File: src/rtl/inst_loader_pkg.sv
// Shared constants and loader state encoding for the instruction-memory program writer.
package inst_loader_pkg;

   localparam int INST_ADDR_SIZE = 64;
   localparam int IR_WIDTH       = 32;
   localparam int ADDR_W         = $clog2(INST_ADDR_SIZE);

   typedef enum logic [1:0] {
      LDR_IDLE = 2'd0,
      LDR_LOAD = 2'd1,
      LDR_DONE = 2'd2,
      LDR_ERR  = 2'd3
   } ldr_state_e;

endpackage

File: src/rtl/inst_loader_packer.sv
// Big-endian 8-to-32 word assembly; flags a finished word in the same cycle as its closing byte.
module word_packer
   import inst_loader_pkg::*;
(
   input  logic                clk,
   input  logic                rst_n,
   input  logic                clear_i,
   input  logic                accept_i,
   input  logic [7:0]          byte_i,
   input  logic                last_i,
   output logic                word_valid_o,
   output logic                short_o,
   output logic [IR_WIDTH-1:0] word_o
);

   logic [1:0]          idx_q, idx_d;
   logic [IR_WIDTH-1:0] acc_q, acc_d;

   always_comb begin
      // Bytes below the current index stay zero, which gives zero-padding for free.
      case (idx_q)
         2'd0:    word_o = {byte_i, 24'd0};
         2'd1:    word_o = {acc_q[31:24], byte_i, 16'd0};
         2'd2:    word_o = {acc_q[31:16], byte_i, 8'd0};
         default: word_o = {acc_q[31:8], byte_i};
      endcase
      word_valid_o = accept_i && ((idx_q == 2'd3) || last_i);
      short_o      = accept_i && last_i && (idx_q != 2'd3);

      idx_d = idx_q;
      acc_d = acc_q;
      if (clear_i) begin
         idx_d = 2'd0;
         acc_d = '0;
      end else if (accept_i) begin
         idx_d = word_valid_o ? 2'd0 : idx_q + 2'd1;
         acc_d = word_valid_o ? '0 : word_o;
      end
   end

   always_ff @(posedge clk) begin
      if (!rst_n) begin
         idx_q <= 2'd0;
         acc_q <= '0;
      end else begin
         idx_q <= idx_d;
         acc_q <= acc_d;
      end
   end

endmodule

File: src/rtl/inst_loader.sv
// Loads a byte stream into instruction memory as consecutive words, then raises lock to let the datapath run.
module inst_loader
   import inst_loader_pkg::*;
(
   input  logic                clk,
   input  logic                rst_n,
   input  logic                start,
   input  logic                byte_valid,
   input  logic [7:0]          byte_data,
   input  logic                byte_last,
   output logic                byte_ready,
   output logic                wr_en,
   output logic [ADDR_W-1:0]   wr_addr,
   output logic [IR_WIDTH-1:0] wr_data,
   output logic                lock,
   output logic                busy,
   output logic [ADDR_W:0]     word_count,
   output logic                err
);

   localparam logic [ADDR_W:0] FULL_COUNT = (ADDR_W+1)'(INST_ADDR_SIZE);

   ldr_state_e          state_q, state_d;
   logic                byte_ready_q, byte_ready_d;
   logic                wr_en_q, wr_en_d;
   logic [ADDR_W-1:0]   wr_addr_q, wr_addr_d;
   logic [IR_WIDTH-1:0] wr_data_q, wr_data_d;
   logic                lock_q, lock_d;
   logic [ADDR_W:0]     word_count_q, word_count_d;
   logic                err_q, err_d;

   logic                accept, overflow, pack_accept;
   logic                word_valid, word_short;
   logic [IR_WIDTH-1:0] word;

   // A start in the same cycle as a handshake wins; the byte is treated as never accepted.
   assign accept      = (state_q == LDR_LOAD) && byte_ready_q && byte_valid && !start;
   assign overflow    = accept && (word_count_q == FULL_COUNT);
   assign pack_accept = accept && !overflow;

   word_packer u_packer (
      .clk          (clk),
      .rst_n        (rst_n),
      .clear_i      (start),
      .accept_i     (pack_accept),
      .byte_i       (byte_data),
      .last_i       (byte_last),
      .word_valid_o (word_valid),
      .short_o      (word_short),
      .word_o       (word)
   );

   always_comb begin
      state_d      = state_q;
      wr_en_d      = 1'b0;
      wr_addr_d    = wr_addr_q;
      wr_data_d    = wr_data_q;
      word_count_d = word_count_q;
      err_d        = err_q;

      if (start) begin
         state_d      = LDR_LOAD;
         word_count_d = '0;
         err_d        = 1'b0;
      end else if (state_q == LDR_LOAD) begin
         if (overflow) begin
            err_d   = 1'b1;
            state_d = LDR_ERR;
         end else if (word_valid) begin
            wr_en_d      = 1'b1;
            wr_addr_d    = word_count_q[ADDR_W-1:0];
            wr_data_d    = word;
            word_count_d = (word_count_q == FULL_COUNT) ? FULL_COUNT : word_count_q + 1'b1;
            if (byte_last) begin
               state_d = LDR_DONE;
               if (word_short)
                  err_d = 1'b1;
            end
         end
      end

      // Lock trails DONE entry by one cycle so it rises only after the final write strobe.
      lock_d       = (state_q == LDR_DONE) && (state_d == LDR_DONE);
      byte_ready_d = (state_d == LDR_LOAD) && !wr_en_d;
   end

   always_ff @(posedge clk) begin
      if (!rst_n) begin
         state_q      <= LDR_IDLE;
         byte_ready_q <= 1'b0;
         wr_en_q      <= 1'b0;
         wr_addr_q    <= '0;
         wr_data_q    <= '0;
         lock_q       <= 1'b0;
         word_count_q <= '0;
         err_q        <= 1'b0;
      end else begin
         state_q      <= state_d;
         byte_ready_q <= byte_ready_d;
         wr_en_q      <= wr_en_d;
         wr_addr_q    <= wr_addr_d;
         wr_data_q    <= wr_data_d;
         lock_q       <= lock_d;
         word_count_q <= word_count_d;
         err_q        <= err_d;
      end
   end

   assign byte_ready = byte_ready_q;
   assign wr_en      = wr_en_q;
   assign wr_addr    = wr_addr_q;
   assign wr_data    = wr_data_q;
   assign lock       = lock_q;
   assign busy       = (state_q == LDR_LOAD);
   assign word_count = word_count_q;
   assign err        = err_q;

endmodule

File: config.mk
export PLATFORM = sky130hd
export DESIGN_NAME = inst_loader
export DESIGN_NICKNAME = d
export VERILOG_FILES = /design/src/rtl/inst_loader_pkg.sv /design/src/rtl/inst_loader_packer.sv /design/src/rtl/inst_loader.sv
export SDC_FILE = /design/constraint.sdc
export NUM_CORES = 1
export LEC_CHECK = 0
export BUFFER_PORTS_ARGS = -buffer_cell sky130_fd_sc_hd__buf_2
export CAP_MARGIN = 20
export CORE_ASPECT_RATIO = 0.9
export CORE_UTILIZATION = 49
export DETAILED_ROUTE_END_ITERATION = 10
export PLACE_DENSITY = 0.75
export SYNTH_ARGS = -nofsm -noshare
export SYNTH_HDL_FRONTEND = slang
export SYNTH_SLANG_ARGS = --single-unit
File: constraint.sdc
create_clock -name clk -period 1.84 [get_ports clk]
set_clock_uncertainty 0.2 [all_clocks]
set_input_delay 0.368 -clock clk [delete_from_list [all_inputs] [get_ports clk]]
set_output_delay 0.368 -clock clk [all_outputs]
set_load 0.02 [all_outputs]
### Word-level counts from Yosys, hierarchy flattened

Cells that the tools add are included.

* logic and storage cells: 63
* register bits: 85
* input port bits: 13

* bitwise logic cells: 3
* reduce and logical (&&, ||, !) cells: 22
* multiplexer cells: 17
* equal/unequal tests: 9
* add/subtract/negate cells: 2

Operators with widths (number)
* $pmux 32 s3: 1
* $mux 32: 1
* $mux 2: 6
* $logic_and 1x1->1: 10
* $eq 2x2->1 const B: 4
* $mux 1: 8
* $reduce_and 4->1: 2
* $add 7x1->7 const B: 1
* $eq 7x7->1 const B: 1
* $mux 7: 1
* $eq 2x1->1 const B: 3
* $reduce_bool 2->1: 3
* $logic_not 1->1: 3
* $not 1->1: 3
* $reduce_and 3->1: 1
* $add 2x1->2 const B: 1
* $logic_not 2->1: 1
* $ne 2x2->1 const B: 1
* $reduce_or 2->1: 1
* $logic_or 1x1->1: 1

### Logic depth before layout (Yosys ltp)

Gate-level depths: netlist of the first run.

* word-level depth: 14
* gate-level depth with buffers: 8
* gate-level depth less buffers: 6

### Hierarchy

From an unflattened synthesis of the first run, not the netlist that was laid out.

* cells, all modules: 380
* area total of the unflattened synthesis: 3482.1 sq um

By module, submodules not included
* inst_loader: cells each 235, seq. area each 1021.0 sq um, instances 1, area each 2118.3 sq um
* word_packer: cells each 145, seq. area each 520.5 sq um, instances 1, area each 1363.8 sq um

### Worst setup path after synthesis of the first run

Ideal clock, no wire load.

* kind: flip-flop to flip-flop
* start point: register word_count_q[0] (netlist: word_count[0])
* end point: register word_count_q[6] (netlist: word_count[6])
* setup time: 0.070 ns
* data required time: 1.570 ns
* arrival time: 1.835 ns
* stages on the path, launching flop included: 8
* clock period less this slack: 2.105 ns
* path slack: -0.265 ns
* cells stage by stage: dfxtp_1 inv_1 ha_1 nand2_1 o211ai_4 buf_4 or4_1 a21oi_1

* word-level cells in the longest chain between the ends: 6
* elaborated cells between the ends (all ways): 9
* classes of those cells: add/sub (1); eq/ne (1); mux (1); bitwise (1); reduce/logical (5)

Ends and longest elaborated chain
* start, declared: RTL line inst_loader.sv:29 `logic [ADDR_W:0] word_count_q, word_count_d;`
* start signal, assigned: RTL line inst_loader.sv:104 `word_count_q <= word_count_d;`
* branches (longest 6 deep; another with $add 7x1->7)

Several ways; the timed one is not identified.
A chain may end at the register's enable or synchronous reset.

### Final worst setup path of the first run

* start point: register word_count_q[3] (netlist: word_count[3])
* end point: register word_count_q[6] (netlist: word_count[6])

The elaborated chain is that of the path after synthesis.

==> summary.txt, run 1 <==
Power and ir drop
  – Fraction of power consumed by the clock network: approximately 37%
  – Power density over the cells: 680.4 nW/µm²
  – Maximum vdd ir drop: between 0.0004 and 0.0005 V
  – Switching power share of the total: between 20 and 25%
  – Static leakage: approximately 0.0017 µW
  – NetSw: 741.3 µW
  – Logic gate share of total power: under 10%
  – PnR Total Power: approximately 3000 µW
  – Internal power contribution: 2322 µW
  – Sequential share of power: 55.0%

Placed design
  – Routability congestion estimate from global placement: ~0.86
  – Number of I/O port buffers: 62
  – Total instance count after detailed placement: roughly 500
  – DPL Wire Length: between 5 and 6 mm

Timing
  – Maximum achievable frequency: 493.9 MHz
  – Final worst-path cycle share: 110.0%
  – Min Hold Slack: approximately 0.12 ns
  – Sum of negative setup slack: -8.161 ns
  – Count of endpoints failing setup in the final report: just over 70
  – Minimum clock period after layout: roughly 2.0 ns
  – Count of pins over their slew limit: 0
  – Unrepaired setup endpoints after global routing: true
  – Least setup slack across all paths after layout: -0.1847 ns
  – Final hold violation count: 0
  – Worst Tran Pin Value: 0.5335 ns
  – Max-Slew Margin vs Limit: between 60% and 70%

Synth
  – Sequential cell area fraction in the yosys report: 46.99%
  – Proportion of netlist area held by the largest area contributor: 46.99%
  – Top post-synthesis cells by count: sky130_fd_sc_hd__dfxtp_1 (77), sky130_fd_sc_hd__a21oi_1 (55), sky130_fd_sc_hd__a211oi_1 (30)
  – Top flip-flop cell by instance count after synthesis: sky130_fd_sc_hd__dfxtp_1
  – Post-synth ARST share: 0%
  – Post-Synthesis Net Count: ~380
  – Flip-flop and latch count after synthesis: slightly below 80
  – Mean cell area of the mapped netlist: around 9.1 µm²
  – Netlist Area Pre-Place: 3281 µm²
  – Post-synthesis cell count: 360
  – Cell taking the most area after synthesis: sky130_fd_sc_hd__dfxtp_1
  – Area contributors post-synth: sky130_fd_sc_hd__dfxtp_1 (47%), sky130_fd_sc_hd__a21oi_1 (8.4%), sky130_fd_sc_hd__a211oi_1 (6.9%)
  – Count of flip-flops with a built-in enable after synthesis: 0
  – Yosys synthesis warning count: 0
  – Number of distinct library cell variants in the gate-level netlist after synthesis: 41
  – Dominant cell by count in the synthesized netlist: sky130_fd_sc_hd__dfxtp_1

Clock network
  – Number of buffers on the longest clock path: 2
  – TritonCTS clock tree: built
  – H-tree Lvls: 3
  – TritonCTS Buffers: 9
  – CTS sink count: 77
  – CTS Hold Buffers Added: 0
  – Clock latency of the later-clocked register in the worst-skew pair: around 0.34 ns
  – Worst-path clk slew: ~0.070 ns
  – Buffer cell driving the clock tree root: sky130_fd_sc_hd__clkbuf_8

Floorplanning
  – Site row count: 27
  – Height of the die: about 80 µm
  – Die Outline Area: 7027 µm²
  – Number of top-level pins: 63
  – Starting density of the core: approximately 52%
  – Core outline area: roughly 6300 µm²
  – Width of the chip: a little under 90 µm

Final layout
  – Diodes inserted: 0
  – Layout cells sized above 1: 48.42%
  – Final core utilization: roughly 70%
  – Synthesis-to-layout area growth: 37.22%
  – Non-filler instance count after layout: 531
  – Layout Nets: 459

Worst setup path
  – Arrival @ worst endpoint: 2.10 ns
  – Capturing point of the worst reg2reg path: word_count[6]
  – Kind of cell adding the most delay to the critical path: simple AND/OR/NAND/NOR gates
  – Critical Path Slowest Stage Cell: sky130_fd_sc_hd__or4_4
  – Startpoint kind of the worst setup timing path: flip-flop
  – Delay of the slowest critical-path stage: between 0.5 and 0.6 ns
  – Register-to-Register Setup Slack: -0.18 ns
  – Depth of the most critical reg-to-reg path: 6
  – CP required: 1.92 ns
  – Kind of critical path: reg -> reg
  – Critical path launch point: word_count[3]
  – Worst setup path end: word_count[6]
  – Dominant cell type by count on the critical path: sky130_fd_sc_hd__buf_6
  – Reg2reg start: word_count[3]
  – Nature of the critical path endpoint: flip-flop
  – Stages on worst setup path: 6
  – Cell breakdown of the critical path: or4_4 -> o211ai_4 -> buf_6 -> buf_6 -> o31ai_4 -> a21oi_2
  – Critical path buffers and inverters: 2
  – Biggest fanout along the worst timing path: 7

Routing
  – DRC violation total after the first TritonRoute iteration: 180
  – Antenna-violating nets left: 0
  – First drt pass iteration count: 4
  – Routed WL: roughly 9.2 mm
  – # DRC: 0
  – Number of vias in the routed layout: 3079
  – Drt wl/cell: approximately 17 µm
  – Per-cell via count in the routed design: 5.798

GRT
  – Pin count of the biggest net entering global routing: 34
  – Remaining global-route overflow: 0
  – Number of antenna violations at the first check in global routing: 0
  – Number of global-route vias before repair: around 2800
  – Total routing usage reported by global routing: 25.46%
  – Global-route wire length before repair: around 14 mm

Run status
  – Run status: finished with violations
  – Violations in the final reports: setup timing

Flow run
  – Max_cap viols: 0

Min path
  – Worst min-delay path class: in -> reg
## state kept, by name, summed over array words and instances, names as in the netlist
name,cells
u_packer.idx_q,2
wr_addr,6
byte_ready,1
wr_en,1
wr_data,32
word_count,7
state_q,2
err,1
u_packer.acc_q,24
lock,1
## cells by family after synthesis
| family | count (synthesis) | synth area share (%) |
|---|---|---|
| AO/OA/AOI/OAI | 152 | 32.34 |
| adder cells (fa/ha/maj) | 6 | 2.288 |
| buffers and inverters | 42 | 6.178 |
| flip-flops | 77 | 46.99 |
| AND/OR/NAND/NOR | 83 | 12.20 |
## timing repair
action	in CTS	in global routing
pin swaps	14	15
resized for setup	19	66
endpoints found under the setup margin	73	74
cloned	0	1
buffers inserted	1	0
## power groups by stage
stage / sequential, µW / clock [µW] / combinational, µW
3_3_place_gp: 1720 / 0 / 202
5_1_grt: 1690 / 1220 / 254
2_1_floorplan: 1730 / 0 / 112
4_1_cts: 1680 / 1150 / 212
6_report: 1690 / 1140 / 240
3_5_place_dp: 1720 / 0 / 205
## through the flow
stage / worst slack (ns) / cell area (µm²)
floorplan: -0.1133 / 3387
global placement: -0.1528 / 3949
detailed placement: -0.2351 / 3949
CTS: -0.1263 / 4200
global route: -0.2186 / 4502
finish: -0.1847 / 4502
## worst reg2reg max path, cell delays in order, from the launching register on
cell and delay, ns:
sky130_fd_sc_hd__dfxtp_4 0.34, sky130_fd_sc_hd__or4_4 0.57, sky130_fd_sc_hd__o211ai_4 0.30, sky130_fd_sc_hd__buf_6 0.19
sky130_fd_sc_hd__buf_6 0.12, sky130_fd_sc_hd__o31ai_4 0.06, sky130_fd_sc_hd__a21oi_2 0.17
## cells in the final DEF (no fill, tap or decap), types with 9 or more instances in the layout
cell type	count
sky130_fd_sc_hd__clkbuf_8	9
sky130_fd_sc_hd__buf_4	29
sky130_fd_sc_hd__nand3_1	19
sky130_fd_sc_hd__nor2_2	10
sky130_fd_sc_hd__a211oi_2	25
sky130_fd_sc_hd__buf_2	62
sky130_fd_sc_hd__nor2_1	16
sky130_fd_sc_hd__a21oi_1	40
sky130_fd_sc_hd__nand2_1	13
sky130_fd_sc_hd__a21oi_2	13
sky130_fd_sc_hd__a22oi_2	9
sky130_fd_sc_hd__dfxtp_1	69
sky130_fd_sc_hd__a211oi_1	15
## layer usage
layer | global-route usage, % | vias up | wire length, µm | share of wire (%)
met5 | 0 | - | 0 | 0
met4 | 10.16 | 0 | 128 | 1.4
met3 | 5.998 | 16 | 519 | 5.7
met2 | 37.92 | 106 | 4222 | 46
met1 | 35.32 | 1464 | 4281 | 47
li1 | - | 1493 | - | -
## how the worst min path moves through the flow
stage | from | end | cells past startpoint
after CTS | rst_n | state_q[0] | 2
after global routing | rst_n | state_q[0] | 2
final | rst_n | state_q[0] | 2
after floorplan | u_packer.acc_q[24] | u_packer.acc_q[24] | 1
after global placement | err | err | 2
after detailed placement | err | err | 2
## area by class of cell
type                    count  area (µm²)
inverters                   7       26.28
multi-input cells         241        1912
well taps                  87       108.9
repair buffers            104       726.9
clock buffers              14       163.9
flip-flops and latches     77        1559
clock inverters             1       5.005
fillers                   461        1782
No activity file was read; power rests on OpenSTA's default activity.
==> run 2: changes to the inputs <==
--- a/config.mk
+++ b/config.mk
@@ -5,12 +5,13 @@
 export SDC_FILE = /design/constraint.sdc
 export NUM_CORES = 1
 export LEC_CHECK = 0
-export BUFFER_PORTS_ARGS = -buffer_cell sky130_fd_sc_hd__buf_2
+export BUFFER_PORTS_ARGS = -buffer_cell sky130_fd_sc_hd__clkbuf_2
 export CAP_MARGIN = 20
 export CORE_ASPECT_RATIO = 0.9
 export CORE_UTILIZATION = 49
 export DETAILED_ROUTE_END_ITERATION = 10
 export PLACE_DENSITY = 0.75
+export RECOVER_POWER = 25
 export SYNTH_ARGS = -nofsm -noshare
 export SYNTH_HDL_FRONTEND = slang
 export SYNTH_SLANG_ARGS = --single-unit
==> run 2 against run 1 <==
Against the previous run:
- critical path depth rose by 3
- clock power rose by 13%
- via count rose by 4.2%
- sequential power barely moved
- largest cell class unchanged
- die area did not move
- largest power group unchanged
- wire length rose by 5.0%
- the flow still finishes with violations (setup timing)
- fmax rose by 0.84%
- flip-flop and latch count did not move
==> summary.txt, run 2 (same netlist as run 1, synthesis figures left out) <==
Clock network
  – CTS Hold Buffers Added: 0 (unchanged)
  – Number of buffers on the longest clock path: 2 (unchanged)
  – H-tree Lvls: 3 (unchanged)
  – TritonCTS clock tree: built
  – CTS sink count: 77 (unchanged)
  – Worst-path clk slew: 0.08 ns (about the same)
  – Buffer cell driving the clock tree root: sky130_fd_sc_hd__clkbuf_8
  – Clock latency of the later-clocked register in the worst-skew pair: 0.35 ns (about the same)
  – TritonCTS Buffers: 9 (unchanged)

Final layout
  – Layout Nets: 466 (+1.5%)
  – Largest register FFs: 32 (unchanged)
  – Final core utilization: 72.74% (+1.1 points)
  – Top library cells by usage in the layout, fill and taps aside: sky130_fd_sc_hd__dfxtp_1 (69), sky130_fd_sc_hd__clkbuf_2 (50), sky130_fd_sc_hd__a21oi_1 (33)
  – Most frequent standard cell in the layout excluding fill and tap cells: sky130_fd_sc_hd__dfxtp_1
  – Fillcell total: 452 (-2.0%)
  – Sequential cell area in the final layout: 1559 µm² (unchanged)
  – Synthesis-to-layout area growth: 39.32%
  – Final cell area excluding filler cells: 4571 µm² (+1.5%)
  – Diodes inserted: 0 (unchanged)
  – Layout cells sized above 1: 49.56% (+1.1 points)
  – Area used by multi-input combinational logic: 1909 µm² (-0.13%)

Worst setup path
  – Arrival @ worst endpoint: 2.09 ns (about the same)
  – Kind of cell adding the most delay to the critical path: simple AND/OR/NAND/NOR gates
  – Kind of critical path: reg -> reg
  – Register-to-Register Setup Slack: -0.17 ns (+0.02 ns)
  – Dominant cell type by count on the critical path: sky130_fd_sc_hd__buf_6
  – Depth of the most critical reg-to-reg path: 9 (+3)
  – Capturing point of the worst reg2reg path: word_count[3]
  – Critical path buffers and inverters: 4 (+2)
  – Startpoint kind of the worst setup timing path: flip-flop
  – Nature of the critical path endpoint: flip-flop
  – Cell breakdown of the critical path: inv_2 -> ha_2 -> nand2_4 -> o211ai_4 -> buf_6 -> buf_6 -> buf_6 -> or4_4 -> a21oi_2
  – CP required: 1.93 ns (about the same)
  – Delay of the slowest critical-path stage: 0.47 ns (-0.10 ns)
  – Reg2reg start: word_count[0]
  – Biggest fanout along the worst timing path: 5 (-2)
  – Critical Path Slowest Stage Cell: sky130_fd_sc_hd__or4_4

Power and ir drop
  – Maximum vdd ir drop: 0.0006950 V (+45%)
  – Power density over the cells: 707.5 nW/µm² (+4.0%)
  – Static leakage: 0.001606 µW (-2.8%)

Routing
  – Routed WL: 9.611 mm (+5.0%)
  – Sum of met3 wire segment lengths after detailed routing: 645 µm (+24%)
  – Drt wl/cell: 17.83 µm (+3.5%)
  – # DRC: 0 (unchanged)
  – Met2 WL: 4.432 mm (+5.0%)
  – M1 wire length: 4.387 mm (+2.5%)
  – Per-cell via count in the routed design: 5.954 (+2.7%)
  – Uppermost layer routed: met4
  – DRC violation total after the first TritonRoute iteration: 224 (+24%)
  – First drt pass iteration count: 7 (+3)
  – Number of vias in the routed layout: 3209 (+4.2%)
  – Antenna-violating nets left: 0 (unchanged)

GRT
  – Pin count of the biggest net entering global routing: 34 (unchanged)
  – Global-route wire length before repair: 14.36 mm (+5.8%)
  – Number of antenna violations at the first check in global routing: 0 (unchanged)
  – Total routing usage reported by global routing: 26.92% (+1.5 points)
  – Number of global-route vias before repair: 2908 (+5.7%)
  – Remaining global-route overflow: 0 (unchanged)

Placed design
  – DPL Wire Length: 5.753 mm (-0.32%)
  – Area of placed instances: 3909 µm² (-1.0%)
  – Routability congestion estimate from global placement: 0.8480 (-1.6%)
  – Number of I/O port buffers: 62 (unchanged)

Floorplanning
  – Core outline area: 6284 µm² (unchanged)
  – Site row count: 27 (unchanged)
  – Die Outline Area: 7027 µm² (unchanged)
  – Width of the chip: 88.25 µm (unchanged)
  – Number of top-level pins: 63 (unchanged)
  – Height of the die: 79.63 µm (unchanged)
  – Starting density of the core: 52.21% (unchanged)

Flow run
  – Max_cap viols: 0 (unchanged)

Timing
  – Maximum achievable frequency: 498.1 MHz (+0.84%)
  – Count of endpoints failing setup in the final report: 71 (-1.4%)
  – Least setup slack across all paths after layout: -0.1678 ns (+0.01695 ns)
  – Minimum clock period after layout: 2.008 ns (-0.01695 ns)
  – Count of pins over their slew limit: 0 (unchanged)
  – Final hold violation count: 0 (unchanged)
  – Max-Slew Margin vs Limit: 64.19% (-0.080 points)
  – Unrepaired setup endpoints after global routing: true
  – Final worst-path cycle share: 109.1% (-0.92 points)
  – Worst Tran Pin Value: 0.5372 ns (+0.003616 ns)

Min path
  – Worst min-delay path class: in -> reg
  – Worst Hold Launch: rst_n
  – Worst hold stages: 2 (unchanged)
  – Endpoint of the worst hold-timing path: state_q[0]

Run status
  – Violations in the final reports: setup timing
  – Run status: finished with violations
-- run 2: stage by stage --
step	setup TNS, ns	power, µW	std cells	worst slack (ns)	hold slack, ns
after floorplan	-5.626	1842	360	-0.1133	0.2502
after global placement	-6.370	1923	512	-0.1571	0.2500
after detailed placement	-8.316	1925	512	-0.2062	0.2564
after global routing	-9.465	3338	539	-0.2194	0.09350
final	-6.510	3234	539	-0.1678	0.09621
after CTS	-6.666	3207	535	-0.1496	0.08926
-- run 2: worst max-delay path by stage --
stage	start	to	slack, ns	cells after the start
after floorplan	word_count[3]	wr_addr[0]	-0.11	6
after global routing	state_q[1]	word_count[3]	-0.22	7
after CTS	state_q[1]	word_count[3]	-0.15	7
final	word_count[0]	word_count[3]	-0.17	9
after global placement	start	word_count[3]	-0.16	6
after detailed placement	u_packer.idx_q[0]	word_count[2]	-0.21	4
-- run 2: area by class of cell --
| cell class | count | share of cell area [%] |
|---|---|---|
| Clock buffer | 12 | 3.860 |
| Clock inverter | 4 | 0.6296 |
| Inverter | 7 | 0.5749 |
| Multi-Input combinational cell | 242 | 41.77 |
| Sequential cell | 77 | 34.11 |
| Tap cell | 87 | 2.382 |
| Timing Repair Buffer | 110 | 16.67 |
-- run 2: power by group --
part	total (µW)	internal (µW)	switching [µW]
Combinational	258	90.0	168
Clock	1290	646	644
Sequential	1690	1670	11.1
-- run 2: what timing repair did --
item	4_1_cts	5_1_grt
pin swaps	13	32
gates cloned	1	2
setup endpoints to repair	73	74
resized for setup	48	49
buffers inserted	6	3
-- run 2: metal layers --
metal | global-route usage [%] | vias to the layer above
met5 | 0 | -
met4 | 8.710 | 0
met3 | 7.653 | 18
met2 | 39.92 | 120
met1 | 37.48 | 1563
li1 | - | 1508
